===== src/rtl/mac_pkg.sv =====
// Shared types and helpers for the MAC accumulate stage.
// Helpers work on MAX_W-bit vectors; callers sign/zero-extend into them and
// cast results back down to their own widths.
package mac_pkg;

    typedef enum logic [1:0] {
        IDLE  = 2'd0,
        ACCUM = 2'd1,
        DONE  = 2'd2
    } state_e;

    // Widest accumulator any supported configuration needs (N=32 -> 67 bits).
    localparam int MAX_W = 128;

    typedef struct packed {
        logic             sign;
        logic [MAX_W-1:0] mag;
        logic             sat;
    } sm_sat_t;

    // Accumulator width: full-precision product plus headroom for the sum.
    function automatic int acc_w(input int n, input int terms);
        return 2 * n + $clog2(terms);
    endfunction

    // Beat counter width: must hold values 0..terms.
    function automatic int cnt_w(input int terms);
        return $clog2(terms + 1);
    endfunction

    // Sign-magnitude to two's complement; -0 maps to 0.
    function automatic logic [MAX_W-1:0] sm_to_tc(input logic sign, input logic [MAX_W-1:0] mag);
        return sign ? (~mag + MAX_W'(1)) : mag;
    endfunction

    // Two's complement to sign-magnitude, magnitude shifted right by q
    // (truncating toward zero) and clamped to n-1 bits. Zero is always +0.
    function automatic sm_sat_t tc_to_sm_sat(input logic [MAX_W-1:0] v, input int q, input int n);
        sm_sat_t          r;
        logic [MAX_W-1:0] abs_v;
        logic [MAX_W-1:0] shifted;
        logic [MAX_W-1:0] max_mag;
        abs_v   = v[MAX_W-1] ? (~v + MAX_W'(1)) : v;
        shifted = abs_v >> q;
        max_mag = (MAX_W'(1) << (n - 1)) - MAX_W'(1);
        r.sat   = (shifted > max_mag);
        r.mag   = r.sat ? max_mag : shifted;
        r.sign  = v[MAX_W-1] && (r.mag != '0);
        return r;
    endfunction

endpackage


===== src/rtl/mac_out_format.sv =====
// Combinational rescale of the accumulator to an N-bit Q-format
// sign-magnitude result with saturation and negative-zero cleanup.
module mac_out_format
    import mac_pkg::*;
#(
    parameter int Q     = 24,
    parameter int N     = 32,
    parameter int ACC_W = 67
) (
    input  logic [ACC_W-1:0] i_acc,
    output logic [N-1:0]     o_result,
    output logic             o_sat
);

    sm_sat_t fmt;

    // Sign-extend into the helper width, then rescale and clamp.
    always_comb begin
        fmt      = tc_to_sm_sat({{(MAX_W-ACC_W){i_acc[ACC_W-1]}}, i_acc}, Q, N);
        o_result = {fmt.sign, (N-1)'(fmt.mag)};
        o_sat    = fmt.sat;
    end

endmodule


===== src/rtl/mac_accumulator.sv =====
// Accumulates TERMS full-precision sign-magnitude products and presents one
// saturated N-bit Q-format sign-magnitude result over valid/ready.
// Optional build macro: MAC_BIAS_EN adds i_bias, folded in with the first term.
//
// state | meaning
// IDLE  | waiting for first product of a batch, o_ready=1
// ACCUM | summing remaining products, o_ready=1
// DONE  | result held, o_valid=1, o_ready=0 until i_ready
module mac_accumulator
    import mac_pkg::*;
#(
    parameter int Q     = 24,
    parameter int N     = 32,
    parameter int TERMS = 8
) (
    input  logic           i_clk,
    input  logic           i_rst,
    input  logic [2*N-1:0] i_product,
    input  logic           i_ovr,
    input  logic           i_valid,
`ifdef MAC_BIAS_EN
    input  logic [N-1:0]   i_bias,
`endif
    output logic           o_ready,
    output logic [N-1:0]   o_result,
    output logic           o_ovr,
    output logic           o_valid,
    input  logic           i_ready
);

`ifdef MAC_BIAS_EN
    // One extra bit so TERMS products plus a bias can never wrap.
    localparam int BIAS_BITS = 1;
`else
    localparam int BIAS_BITS = 0;
`endif
    localparam int ACC_W = acc_w(N, TERMS) + BIAS_BITS;
    localparam int CNT_W = cnt_w(TERMS);

    state_e             state_q, state_d;
    logic [ACC_W-1:0]   acc_q, acc_d;
    logic [CNT_W-1:0]   cnt_q, cnt_d;
    logic               ovr_s_q, ovr_s_d;
    logic [N-1:0]       result_q, result_d;
    logic               ovr_q, ovr_d;

    logic [ACC_W-1:0]   term;
    logic [ACC_W-1:0]   first_term;
    logic [ACC_W-1:0]   acc_sum;
    logic [N-1:0]       fmt_result;
    logic               fmt_sat;
    logic               accept;

    assign o_ready  = (state_q != DONE);
    assign o_valid  = (state_q == DONE);
    assign o_result = result_q;
    assign o_ovr    = ovr_q;
    assign accept   = i_valid && o_ready;

    // Signed contribution of the incoming product (and bias on the first beat).
    always_comb begin
        term = ACC_W'(sm_to_tc(i_product[2*N-1],
                               {{(MAX_W-2*N+1){1'b0}}, i_product[2*N-2:0]}));
`ifdef MAC_BIAS_EN
        first_term = term + ACC_W'(sm_to_tc(i_bias[N-1],
                               {{(MAX_W-N+1){1'b0}}, i_bias[N-2:0]} << Q));
`else
        first_term = term;
`endif
        acc_sum = acc_q + term;
    end

    // The final accept formats the sum including the last product.
    mac_out_format #(
        .Q     (Q),
        .N     (N),
        .ACC_W (ACC_W)
    ) u_out_format (
        .i_acc    (acc_sum),
        .o_result (fmt_result),
        .o_sat    (fmt_sat)
    );

    // Next-state and datapath updates for the batch sequencer.
    always_comb begin
        state_d  = state_q;
        acc_d    = acc_q;
        cnt_d    = cnt_q;
        ovr_s_d  = ovr_s_q;
        result_d = result_q;
        ovr_d    = ovr_q;
        case (state_q)
            IDLE: begin
                if (accept) begin
                    acc_d   = first_term;
                    cnt_d   = CNT_W'(1);
                    ovr_s_d = i_ovr;
                    state_d = ACCUM;
                end
            end
            ACCUM: begin
                if (accept) begin
                    acc_d   = acc_sum;
                    cnt_d   = cnt_q + CNT_W'(1);
                    ovr_s_d = ovr_s_q | i_ovr;
                    if (cnt_q == CNT_W'(TERMS - 1)) begin
                        result_d = fmt_result;
                        ovr_d    = fmt_sat | ovr_s_q | i_ovr;
                        state_d  = DONE;
                    end
                end
            end
            DONE: begin
                if (i_ready) begin
                    acc_d    = '0;
                    cnt_d    = '0;
                    ovr_s_d  = 1'b0;
                    result_d = '0;
                    ovr_d    = 1'b0;
                    state_d  = IDLE;
                end
            end
            default: begin
                state_d = IDLE;
            end
        endcase
    end

    // State and datapath registers with synchronous reset.
    always_ff @(posedge i_clk) begin
        if (i_rst) begin
            state_q  <= IDLE;
            acc_q    <= '0;
            cnt_q    <= '0;
            ovr_s_q  <= 1'b0;
            result_q <= '0;
            ovr_q    <= 1'b0;
        end else begin
            state_q  <= state_d;
            acc_q    <= acc_d;
            cnt_q    <= cnt_d;
            ovr_s_q  <= ovr_s_d;
            result_q <= result_d;
            ovr_q    <= ovr_d;
        end
    end

endmodule


===== config.mk =====
export PLATFORM = sky130hd
export DESIGN_NAME = mac_accumulator
export DESIGN_NICKNAME = d
export VERILOG_FILES = /design/src/rtl/mac_pkg.sv /design/src/rtl/mac_out_format.sv /design/src/rtl/mac_accumulator.sv
export SDC_FILE = /design/constraint.sdc
export NUM_CORES = 1
export LEC_CHECK = 0
export CORE_MARGIN = 8
export CORE_UTILIZATION = 65
export DETAILED_ROUTE_END_ITERATION = 8
export PLACE_DENSITY = 0.95
export SLEW_MARGIN = 25
export SYNTH_ARGS = -nofsm -noshare
export SYNTH_HDL_FRONTEND = slang
export SYNTH_SLANG_ARGS = --single-unit

===== constraint.sdc =====
create_clock -name i_clk -period 21.9 [get_ports i_clk]
set_clock_uncertainty 0.15 [all_clocks]
set_input_delay 4.38 -clock i_clk [delete_from_list [all_inputs] [get_ports i_clk]]
set_output_delay 4.38 -clock i_clk [all_outputs]
set_load 0.05 [all_outputs]

== Yosys cells after proc, flatten, opt, wreduce, memory -nomap -nowiden ==
Cells that the tools add are included.

* Register bits after elaboration: 107
* Input port bits: 69
* Output and inout port bits: 35
* Logic and storage cells: 60

* Add/sub/neg operators: 4
* Magnitude comparators: 1
* Equal/unequal tests: 8
* Multiplexer cells: 27
* Bitwise gates (word level): 5
* Reductions and logical operators: 9

{| class="wikitable"
|+ Operator list
! operator !! number
|-
| $mux 67 || 4
|-
| $pmux 67 s3 || 1
|-
| $add 128x1->128 const B || 1
|-
| $mux 128 || 1
|-
| $not 128->128 || 1
|-
| $reduce_bool 128->1 || 1
|-
| $gt 104x31->1 const B || 1
|-
| $mux 104 || 1
|-
| $mux 32 || 3
|-
| $add 67x1->67 const B || 1
|-
| $add 67x67->67 || 1
|-
| $not 63->67 || 1
|-
| $pmux 32 s2 || 1
|-
| $mux 4 || 3
|-
| $pmux 4 s3 || 1
|-
| $reduce_and 4->1 || 3
|-
| $mux 2 || 4
|-
| $ne 2x2->1 const B || 4
|-
| $pmux 2 s3 || 1
|-
| $mux 1 || 5
|-
| $add 4x1->4 const B || 1
|-
| $eq 4x3->1 const B || 1
|-
| $or 1x1->1 || 3
|-
| $pmux 1 s3 || 1
|-
| 8 further kinds || 9
|}

== Logic depth before layout (Yosys ltp) ==
Gate-level depths: netlist (run 1).

* Word-level depth: 14
* Depth in mapped cells: 28
* Mapped depth without buffers: 25

== Modules after synthesis ==
A second synthesis (run 1) with hierarchy kept.

* Cells, all modules: 1688
* Area total of the unflattened synthesis: 11977.7 um^2

{| class="wikitable"
|+ By module, submodules not included
! module !! instances !! cells an instance !! area each (um^2) !! seq. area each (um^2)
|-
| mac_accumulator || 1 || 1384 || 10082.2 || 2142.1
|-
| mac_out_format || 1 || 304 || 1895.6 || 0.0
|}

== Least setup slack after synthesis (run 1) ==
No wires, ideal clock.

* Path kind: input port to flip-flop
* From: in i_product[10]
* To: reg result_q[21], in the netlist o_result[21]
* Library setup time: 0.120 ns
* Arrival: 11.046 ns
* Required time: 21.630 ns
* Setup slack: 10.584 ns
* Stages: 27
* Buffers on the path: 3
* Cell sequence: or4_4 > or4_4 > or3_1 > or2_2 > nor2_1 > nand4_1 > or4_1 > o31ai_1 > xnor2_1 > ha_1 > clkbuf_1 > and3_1 > and3_1 > clkbuf_1 > inv_1 > or2_2 > a311o_1 > o2111ai_1 > a21oi_1 > xor2_1 > and2_1 > a2111oi_2 > o22ai_2 > nor4_4 > a21oi_2 > buf_6 > a211o_1

* Word-level cells in the longest chain between the ends: 12

{| class="wikitable"
|+ RTL lines
! what !! line !! source
|-
| start, declared || mac_accumulator.sv:18 || <nowiki>input logic [2*N-1:0] i_product,</nowiki>
|-
| $not 63->67 || mac_pkg.sv:33 || <nowiki>return sign ? (~mag + MAX_W'(1)) : mag;</nowiki>
|-
| $add 67x1->67 || mac_pkg.sv:33 ||
|-
| $mux 67 (*) || mac_pkg.sv:33 ||
|-
| $add 67x67->67 (*) || mac_accumulator.sv:70 || <nowiki>acc_sum = acc_q + term;</nowiki>
|-
| $not 128->128 || mac_pkg.sv:43 || <nowiki>abs_v = v[MAX_W-1] ? (~v + MAX_W'(1)) : v;</nowiki>
|-
| $add 128x1->128 || mac_pkg.sv:43 ||
|-
| $mux 128 (*) || mac_pkg.sv:43 ||
|-
| $gt 104x31->1 || mac_pkg.sv:46 || <nowiki>r.sat = (shifted > max_mag);</nowiki>
|-
| $mux 104 (*) || mac_pkg.sv:47 || <nowiki>r.mag = r.sat ? max_mag : shifted;</nowiki>
|-
| $mux 32 (*) || mac_accumulator.sv:106 || <nowiki>if (cnt_q == CNT_W'(TERMS - 1)) begin</nowiki>
|-
| $mux 32 (*) || mac_accumulator.sv:102 || <nowiki>if (accept) begin</nowiki>
|-
| $pmux 32 s2 (*) || mac_accumulator.sv:92 || <nowiki>case (state_q)</nowiki>
|-
| end signal, assigned || mac_accumulator.sv:143 || <nowiki>result_q <= result_d;</nowiki>
|-
| end, declared || mac_accumulator.sv:44 || <nowiki>logic [N-1:0] result_q, result_d;</nowiki>
|}

Mark *: on every way between the ends. The rest lies on a longest branch, timed or not. The select of a mux whose other input is x is not followed.
A chain may end at the register's enable or synchronous reset.

== Worst setup path after layout (run 1) ==
* From: in i_product[10]
* To: reg result_q[18], in the netlist o_result[18]

The elaborated chain is that of the path after synthesis.

==> impl_metrics.yaml, run 1 <==
detailed_routing:
  vias: 15080
  drt_first_pass_iters: 6
  detail_route.wl_per_cell_um: 24.55
  post-route-drc-count: 0
  viasPerCell: 7.426
  wl_um: 49870
  first_iter_violations: 2355
  route.antenna.remaining_nets: 0
worst_setup_path:
  worstSetupPathType: "in2reg"
  crit_arrival_ns: 13.35
  cp_slowest_cell: "a21oi_2"
  slowest_delay_ns: 0.84
  start_kind: "primary input"
  crit_fanout: 23
  reg2reg_slack_ns: 15.20
  required_ns: 22.06
  endpoint_kind: "flop"
  crit_chain: "clkdlybuf4s50_1, or4_4, or4_4, or3_1, or3_1, o41ai_1, xnor2_1, ha_1, nand2_1, nor3_1, nand3_1, a211oi_2, nor3_1, o221ai_1, nand3_1, nor4b_2, nand3_1, or3_1, mux2i_1, o211ai_2, a21oi_2, a221o_1"
clocking:
  htreeDepth: 3
  cts.sinks: 107
  ctsResizeCount: 0
  clk_latency_ns: 0.38
  cts_tree: "built"
  root_buffer: "clkbuf_16"
  ctsHoldBuffers: 0
  cts_made_buffers: 9
  clk_pin_slew_ns: 0.08
  clockBufferDepth: 2
  postCtsSetupRepairBufs: 0
power:
  power_density_nw_per_um2: 149.3
  p_leak_nw: 5.129
  switching_share_pct: 57.90
  pwr-share-clk_pct: 8.0
  power.switching_mw: 1.195
  p_seq_share_pct: 15.2
  power_frac_comb_pct: 76.7
  ir_drop_uv: 123.5
  p_int_uw: 869.1
layout:
  nets: 1905
  fillers: 1487
  layout_common_cells: "nor2_1 (175), nand2_1 (154), o21ai_0 (121)"
  drive_above_1_share_pct: 4.363
  final_common_cell: "nor2_1"
  post-route-cell-area_sq_um: 13830
  syn2layout_area_growth_pct: 10.07
synthesis:
  ys_warn_count: 0
  async_flop_share_pct: 0
  syn_nets: 1890
  synth_cell_types: 89
  synth_area_leaders: "dfxtp_1 (17%), ha_1 (7.5%), xnor2_1 (7.3%)"
  syn_inst: 1745
  syn_area_sq_um: 12560
  netlist.top_cell.by_area: "dfxtp_1"
  syn_area_per_cell_sq_um: 7.198
  synth_top_area_share_pct: 17.05
  synth_edf_count: 0
  synth_ff_type: "dfxtp_1"
  ys_ff_latch: 107
  ys_seq_area_share_pct: 17.05
run_status:
  outcome: "completed"
timing:
  rsz0062_at_grt: "no"
  tightest_slew_ns: 0.9880
  fin_tns_setup_ns: 0
  fmax_ghz: 0.07584
  setup_viol: 0
  period_share_pct: 60.21
  slew_headroom_pct: 34.13
  finalHoldViolations: 0
  slew_viol_final: 0
  finalCriticalPeriod_ns: 13.19
  hold_ws_ns: 0.3361
die:
  initial_utilization_pct: 65.40
  io_pins: 104
  die_h_um: 155.0
  coreArea_sq_um: 19210
  rows: 51
  dieArea_sq_um: 24030
  die_x_um: 155.0
global_routing:
  grt_first_pass_wirelength_um: 76090
  grt-ovfl-total: 0
  antenna_found_initial: 1
  grt_pass1_vias: 13590
  grt_max_degree: 78
  grt_usage_pct: 40.12
placed_design:
  dp_hpwl_um: 38700
  gp_congestion: 1.060
  placed_area_sq_um: 13550
  port_buffers: 103
job:
  max_cap_violations: 0
min_path:
  hp-class: "reg2reg"
-- power groups by stage --
stage	sequential (mW)	combinational [mW]	clock, mW
2_1_floorplan	0.386	1.01	0
3_3_place_gp	0.309	1.46	0
3_5_place_dp	0.315	1.49	0
4_1_cts	0.312	1.51	0.163
5_1_grt	0.321	1.67	0.171
6_report	0.314	1.58	0.166
-- critical path, delay by kind of cell --
kind / cells / cell delay [ns]
AOI/OAI and AO/OA: 6 / 2.77
muxes: 1 / 0.20
buffers and inverters: 1 / 0.46
xor gates and xnor gates: 1 / 0.19
adders and majority gates: 1 / 0.57
and+or+nand+nor: 12 / 4.75
-- per-layer routing --
metal	vias to the layer above	global-route usage, %	routed length (um)
li1	6689	-	-
met2	1185	56.45	19760
met4	2	14.09	1596
met3	161	14.40	8299
met5	-	0	13
met1	7045	55.01	20200
-- stage by stage --
stage,utilization (%),worst slack [ns],std cells,power [mW]
after floorplan,-,10.58,1745,1.394
after global placement,70.54,8.925,2014,1.770
after global routing,71.97,8.434,2030,2.163
after detailed placement,70.54,8.722,2014,1.806
final,71.98,8.714,2031,2.064
after CTS,71.95,9.085,2030,1.982
-- cell families (layout without fill, tap and decap cells) --
kind of cell             count (synthesis)  after routing  share of synthesized area [%]
multiplexers                            16             16                          1.315
other                                    0              1                              0
buffers and inverters                  137            157                          4.393
AO/OA/AOI/OAI                          607            607                          33.45
XOR/XNOR                               126            126                          8.786
AND/OR/NAND/NOR                        676            676                          27.37
flip-flops                             107            107                          17.05
adder cells (fa/ha/maj)                 76             76                          7.630
-- area by class of cell --
class                      count  area [sq um]  area share, %
inverter                      29         108.9         0.7873
clock inverter                 5         37.54         0.2715
sequential                   107          2142          15.49
clock buffer                  11         232.7          1.683
antenna                        1         2.502        0.01810
tap                          265         331.6          2.398
multi-input combinational   1501          9879          71.46
timing repair buffer         112          1091          7.891
-- Yosys cell counts, drive strengths merged (36+ instances only) --
master  count
o21ai     132
xnor2     104
a21o       36
nand2     154
or3        37
nand4      47
nand3      50
a21oi     117
nor3       59
clkbuf     89
dfxtp     107
ha         75
a211oi     36
nor2      176
-- flip-flops by register name (all words and copies together), names as in the netlist --
signal and cells:
acc_q 67, cnt_q 4, o_ovr 1, o_result 32, ovr_s_q 1, state_q 2
-- worst paths after layout --
kind / from / endpoint / cells past startpoint
worst max-delay path: i_product[10] / o_result[18] / 22
worst min-delay path: o_result[2] / o_result[2] / 1
worst max register to register: acc_q[0] / o_result[18] / 17
worst min register to register: o_result[2] / o_result[2] / 1
No activity file was read; power rests on OpenSTA's default activity.
==> inputs of run 2 (changes only) <==
--- a/config.mk
+++ b/config.mk
@@ -6,9 +6,9 @@
 export NUM_CORES = 1
 export LEC_CHECK = 0
 export CORE_MARGIN = 8
-export CORE_UTILIZATION = 65
+export CORE_UTILIZATION = 55
 export DETAILED_ROUTE_END_ITERATION = 8
-export PLACE_DENSITY = 0.95
+export PLACE_DENSITY = 0.86
 export SLEW_MARGIN = 25
 export SYNTH_ARGS = -nofsm -noshare
 export SYNTH_HDL_FRONTEND = slang
==> constraint.sdc (replaced) <==
create_clock -name i_clk -period 11.2 [get_ports i_clk]
set_clock_uncertainty 0.15 [all_clocks]
set_input_delay 2.24 -clock i_clk [delete_from_list [all_inputs] [get_ports i_clk]]
set_output_delay 2.24 -clock i_clk [all_outputs]
set_load 0.05 [all_outputs]
==> run 2 against run 1 <==
  * Flip-flop and latch count is the same
  * Setup slack lost 8.1 ns
  * Critical path depth grew 1
  * Register-to-register slack lost 10 ns
  * Sequential power grew 94%
  * First-iteration DRC count shrank 16%
  * Largest power group unchanged
  * Count of clock-buffer cells in the layout is the same
  * Core utilization shrank 10 points
  * Clock power grew 110%
==> impl_metrics.yaml, run 2 (synthesis gave the netlist of run 1 again) <==
global_routing:
  grt_first_pass_wirelength_um: 76670
  grt-ovfl-total: 0
  grt_util_met1_pct: 49.94
  grt_busiest_layer: "met1"
  grt_pass1_vias: 13190
  antenna_found_initial: 1
  grt_max_degree: 78
  grt_usage_pct: 34.39
  grt_use_met3_pct: 10.98
  grtUsageMet2_pct: 46.53
die:
  coreArea_sq_um: 22500
  initial_utilization_pct: 55.82
  io_pins: 104
  die_h_um: 167.1
  rows: 55
  die_x_um: 167.1
  dieArea_sq_um: 27930
timing:
  tightest_slew_ns: 1.014
  slew_headroom_pct: 32.42
  setup_viol: 0
  slew_viol_final: 0
  rsz0062_at_grt: "no"
  fin_tns_setup_ns: 0
  finalHoldViolations: 0
  period_share_pct: 94.58
  fmax_ghz: 0.09440
  worst_slack_ns: 0.6072
  finalCriticalPeriod_ns: 10.59
worst_setup_path:
  reg2reg_slack_ns: 4.74
  crit_arrival_ns: 10.70
  endpoint_kind: "flop"
  required_ns: 11.31
  start_kind: "primary input"
  worstSetupPathType: "in2reg"
  crit_fanout: 23
clocking:
  htreeDepth: 3
  ctsHoldBuffers: 0
  clk_latency_ns: 0.37
  cts.sinks: 107
  cts_made_buffers: 9
  cts_tree: "built"
  postCtsSetupRepairBufs: 0
  ctsResizeCount: 0
  clk_pin_slew_ns: 0.08
  root_buffer: "clkbuf_16"
  clockBufferDepth: 2
layout:
  n_antenna_cell: 0
  nets: 1913
  drive_above_1_share_pct: 4.907
  largest_register_ffs: 67
  syn2layout_area_growth_pct: 10.93
  layout_common_cells: "nor2_1 (175), nand2_1 (154), o21ai_0 (121)"
  fillers: 2062
  seqCellArea_sq_um: 2142
  final_common_cell: "nor2_1"
  top_register: "acc_q"
  multi_input_area_sq_um: 9879
placed_design:
  gp_congestion: 1.021
  port_buffers: 103
  dp_slack_ns: 0.4394
  dp_hpwl_um: 39110
power:
  power.switching_mw: 2.313
  ir_drop_uv: 316.4
  p_seq_share_pct: 15.1
  p_leak_nw: 5.186
  switching_share_pct: 57.24
  power_frac_comb_pct: 76.4
  power_density_nw_per_um2: 290.1
  p_int_mw: 1.728
  pwr-share-clk_pct: 8.5
detailed_routing:
  wl_um: 49960
  post-route-drc-count: 0
  drt_first_pass_iters: 6
  detail_route.wl_per_cell_um: 24.28
  viasPerCell: 7.036
  first_iter_violations: 1971
  vias: 14480
  route.antenna.remaining_nets: 0
run_status:
  outcome: "completed"
min_path:
  hp-class: "reg2reg"
job:
  max_cap_violations: 0
==> run 2: cell count changes in the layout (fill, tap and decap cells not counted), sizes merged <==
| cell | change |
|---|---|
| clkinvlp | -1 |
| buf | +8 |
| inv | +1 |
| diode | -1 |
==> run 2: final timing paths <==
path                        to  cells after the start          from
hold reg to reg          o_ovr                      1         o_ovr
hold / removal           o_ovr                      1         o_ovr
setup reg to reg  o_result[26]                     16     acc_q[11]
setup / recovery  o_result[26]                     23  i_product[8]
==> run 2: per-layer routing <==
layer  up-vias  share of wire, %
met5         -             0.026
met4         2               2.9
met3       102                14
met2       940                39
met1      6740                44
li1       6697                 -
==> run 2: power groups by stage <==
stage	combinational (mW)	clock, mW	sequential (mW)
3_3_place_gp	2.94	0	0.608
5_1_grt	3.30	0.356	0.625
3_5_place_dp	2.95	0	0.615
2_1_floorplan	1.97	0	0.755
4_1_cts	2.97	0.344	0.608
6_report	3.09	0.343	0.610
==> run 2: per-stage QoR <==
step / hold WS [ns] / utilization, % / power [mW] / cells / instance area (sq um)
2_1_floorplan: 0.2992 / - / 2.726 / 1745 / 12560
3_3_place_gp: 0.2842 / 60.59 / 3.546 / 2042 / 13630
3_5_place_dp: 0.2900 / 60.59 / 3.568 / 2042 / 13630
4_1_cts: 0.3086 / 61.91 / 3.926 / 2058 / 13930
5_1_grt: 0.3257 / 61.92 / 4.283 / 2058 / 13930
6_report: 0.3035 / 61.92 / 4.042 / 2058 / 13930
==> run 2: worst max-delay path, stage by stage <==
cell and delay [ns]:
clkdlybuf4s50_1 0.49, or4_4 0.53, or4_4 0.52, or3_1 0.41
or3_1 0.45, o41ai_1 0.32, xnor2_1 0.16, ha_1 0.53
nand2_1 0.12, nor3_1 0.70, nand3_1 0.19, a211oi_2 0.46
nor3_1 0.18, o221ai_1 0.51, nand3_1 0.25, nor4b_2 0.47
nand3_1 0.45, a2111oi_2 0.44, o22ai_2 0.14, nor4_4 0.51
a21oi_2 0.11, buf_4 0.23, a211o_1 0.28
==> run 2: final cells by class <==
type	count	area share [%]
multi-input cells	1501	70.91
clock inverters	5	0.3233
flip-flops and latches	107	15.37
clock buffers	11	1.814
well taps	285	2.559
repair buffers	120	8.244
inverters	29	0.7812
==> inputs of run 3 (changes only) <==
--- a/config.mk
+++ b/config.mk
@@ -6,10 +6,11 @@
 export NUM_CORES = 1
 export LEC_CHECK = 0
 export CORE_MARGIN = 8
-export CORE_UTILIZATION = 55
+export CORE_UTILIZATION = 54
 export DETAILED_ROUTE_END_ITERATION = 8
-export PLACE_DENSITY = 0.86
+export PLACE_DENSITY = 0.85
 export SLEW_MARGIN = 25
 export SYNTH_ARGS = -nofsm -noshare
 export SYNTH_HDL_FRONTEND = slang
+export SYNTH_HIERARCHICAL = 1
 export SYNTH_SLANG_ARGS = --single-unit
==> run 3 against run 2 <==
  * Clock power grew 6%
  * Wire length shrank 22%
  * Fmax grew 2.3%
  * Count of clock-buffer cells in the layout grew 1
  * Non-clock buffer count grew 21
  * Combinational power grew 23%
  * Critical endpoint is now o_result[31]
==> impl_metrics.yaml, run 3 <==
timing:
  fin_tns_setup_ns: 0
  slew_headroom_pct: 37.67
  fmax_ghz: 0.09658
  slew_viol_final: 0
  rsz0062_at_grt: "no"
  finalCriticalPeriod_ns: 10.35
  tightest_slew_ns: 0.9317
  period_share_pct: 92.45
  setup_viol: 0
  finalHoldViolations: 0
layout:
  largest_register_ffs: 67
  syn2layout_area_growth_pct: 12.45
  fillers: 2008
  nets: 1862
  multi_input_area_sq_um: 9199
  top_register: "acc_q"
  seqCellArea_sq_um: 2142
  layout_common_cells: "a21oi_1 (172), nand2_1 (168), nor2_1 (160)"
  final_common_cell: "a21oi_1"
  n_antenna_cell: 0
  drive_above_1_share_pct: 5.336
power:
  ir_drop_uv: 173.3
  power.switching_mw: 2.713
  p_seq_share_pct: 13.5
  p_leak_nw: 5.098
  p_int_mw: 2.088
  power_frac_comb_pct: 78.9
  switching_share_pct: 56.51
  power_density_nw_per_um2: 356.4
  pwr-share-clk_pct: 7.5
  fin_total_pwr_mw: 4.801
detailed_routing:
  post-route-drc-count: 0
  route.antenna.remaining_nets: 0
  detail_route.wl_per_cell_um: 19.49
  viasPerCell: 6.639
  wl_um: 39050
  first_iter_violations: 1127
  drt_first_pass_iters: 6
  vias: 13310
global_routing:
  grt-ovfl-total: 0
  grt_usage_pct: 28.10
  grt_pass1_vias: 12380
  grt_max_degree: 90
  antenna_found_initial: 1
  grt_first_pass_wirelength_um: 62840
worst_setup_path:
  rr_worst_depth: 24
  startpoint: "i_product[8]"
  start_kind: "primary input"
  cp-endpoint: "o_result[31]"
  r2r_start: "acc_q[0]"
  r2r-end: "o_result[31]"
  required_ns: 11.27
  worstSetupPathType: "in2reg"
  crit_fanout: 33
  crit_arrival_ns: 10.42
  reg2reg_slack_ns: 4.33
  endpoint_kind: "flop"
synthesis:
  syn_area_sq_um: 11980
  syn_area_per_cell_sq_um: 7.096
  synth_common_cells: "a21oi_1 (172), nand2_1 (169), nor2_1 (162), o21ai_0 (137), xnor2_1 (108)"
  synth_edf_count: 0
  ys_warn_count: 6
  synth_area_leaders: "dfxtp_1 (18%), xnor2_1 (7.9%), ha_1 (7.6%)"
  ys_ff_latch: 107
  yosysMostFrequentCell: "a21oi_1"
  async_flop_share_pct: 0
  synth_ff_type: "dfxtp_1"
  syn_nets: 1831
  netlist.top_cell.by_area: "dfxtp_1"
  synth_cell_types: 88
  synth_top_area_share_pct: 17.88
  syn_inst: 1688
  ys_seq_area_share_pct: 17.88
placed_design:
  gp_congestion: 1.005
  dp_hpwl_um: 29630
  port_buffers: 103
clocking:
  postCtsSetupRepairBufs: 0
  clk_latency_ns: 0.37
  root_buffer: "clkbuf_16"
  cts_tree: "built"
  cts_made_buffers: 9
  ctsHoldBuffers: 0
  clk_pin_slew_ns: 0.06
  ctsResizeCount: 0
  clockBufferDepth: 2
  cts.sinks: 107
  htreeDepth: 3
die:
  die_x_um: 164.9
  dieArea_sq_um: 27200
  initial_utilization_pct: 54.88
  rows: 54
  io_pins: 104
  coreArea_sq_um: 21820
  die_h_um: 164.9
run_status:
  outcome: "completed"
min_path:
  worstHoldPathCells: 2
  hp-class: "reg2reg"
job:
  max_cap_violations: 0
[run 3: worst max-delay path: stages]
cell	delay, ns
clkdlybuf4s50_1	0.45
or3_1	0.42
or4_1	0.65
or3_4	0.40
or3_1	0.42
or4_1	0.62
o21ai_0	0.27
xnor2_1	0.12
ha_1	0.47
nand4_1	0.24
nor4_1	0.60
nand2b_1	0.14
o221ai_1	0.34
o21ai_0	0.16
and2_1	0.19
or4_1	0.55
or3_1	0.41
and4b_1	0.32
a31oi_1	0.14
nor3_1	0.20
a31oi_1	0.07
and4bb_1	0.33
buf_12	0.18
a41oi_1	0.11
nor3b_1	0.16
a21oi_1	0.14
nor2_1	0.05
[run 3: logic make-up after synthesis]
family / count (synthesis) / synth area share [%]
multiplexers: 7 / 0.5954
flip-flops: 107 / 17.88
XOR/XNOR: 163 / 11.92
buffers and inverters: 158 / 5.505
adder cells (fa/ha/maj): 74 / 7.793
AO/OA/AOI/OAI: 555 / 29.60
AND/OR/NAND/NOR: 624 / 26.70
[run 3: how the worst min path moves through the flow]
stage	from	slack, ns	to
finish	o_result[20]	0.33	o_result[20]
global route	cnt_q[1]	0.37	cnt_q[1]
CTS	cnt_q[1]	0.33	cnt_q[1]
detailed placement	o_result[20]	0.32	o_result[20]
global placement	cnt_q[1]	0.31	cnt_q[1]
floorplan	cnt_q[1]	0.30	cnt_q[1]
[run 3: routing by layer]
metal / share of wire, % / up-vias / track usage (%)
li1: - / 6280 / -
met1: 43 / 6257 / 37.54
met2: 45 / 675 / 45.14
met3: 9.4 / 91 / 3.514
met4: 3.0 / 2 / 11.26
met5: 0.033 / - / 0
[run 3: power by group through the flow]
stage	Sequential [mW]	Combinational, mW	Clock, mW
6_report	0.649	3.79	0.362
5_1_grt	0.669	4.09	0.379
4_1_cts	0.648	3.69	0.363
3_5_place_dp	0.655	3.67	0
3_3_place_gp	0.648	3.62	0
2_1_floorplan	0.780	2.57	0
[run 3: stage by stage]
stage	area (sq um)	cells	hold WS (ns)	utilization [%]	setup slack [ns]
floorplan	11980	1688	0.2992	-	2.009
global placement	13140	1988	0.3098	60.23	0.8486
detailed placement	13140	1988	0.3238	60.23	0.6559
CTS	13460	2004	0.3350	61.70	1.000
global route	13470	2004	0.3672	61.72	0.3144
finish	13470	2004	0.3328	61.72	0.8454
[run 3: layout make-up]
cell class              instances  share of cell area [%]
clock buffers                  12                   1.830
clock inverters                 4                  0.5481
inverters                      37                   1.031
multi-input cells            1423                   68.30
flip-flops and latches        107                   15.90
well taps                     280                   2.601
repair buffers                141                   9.791
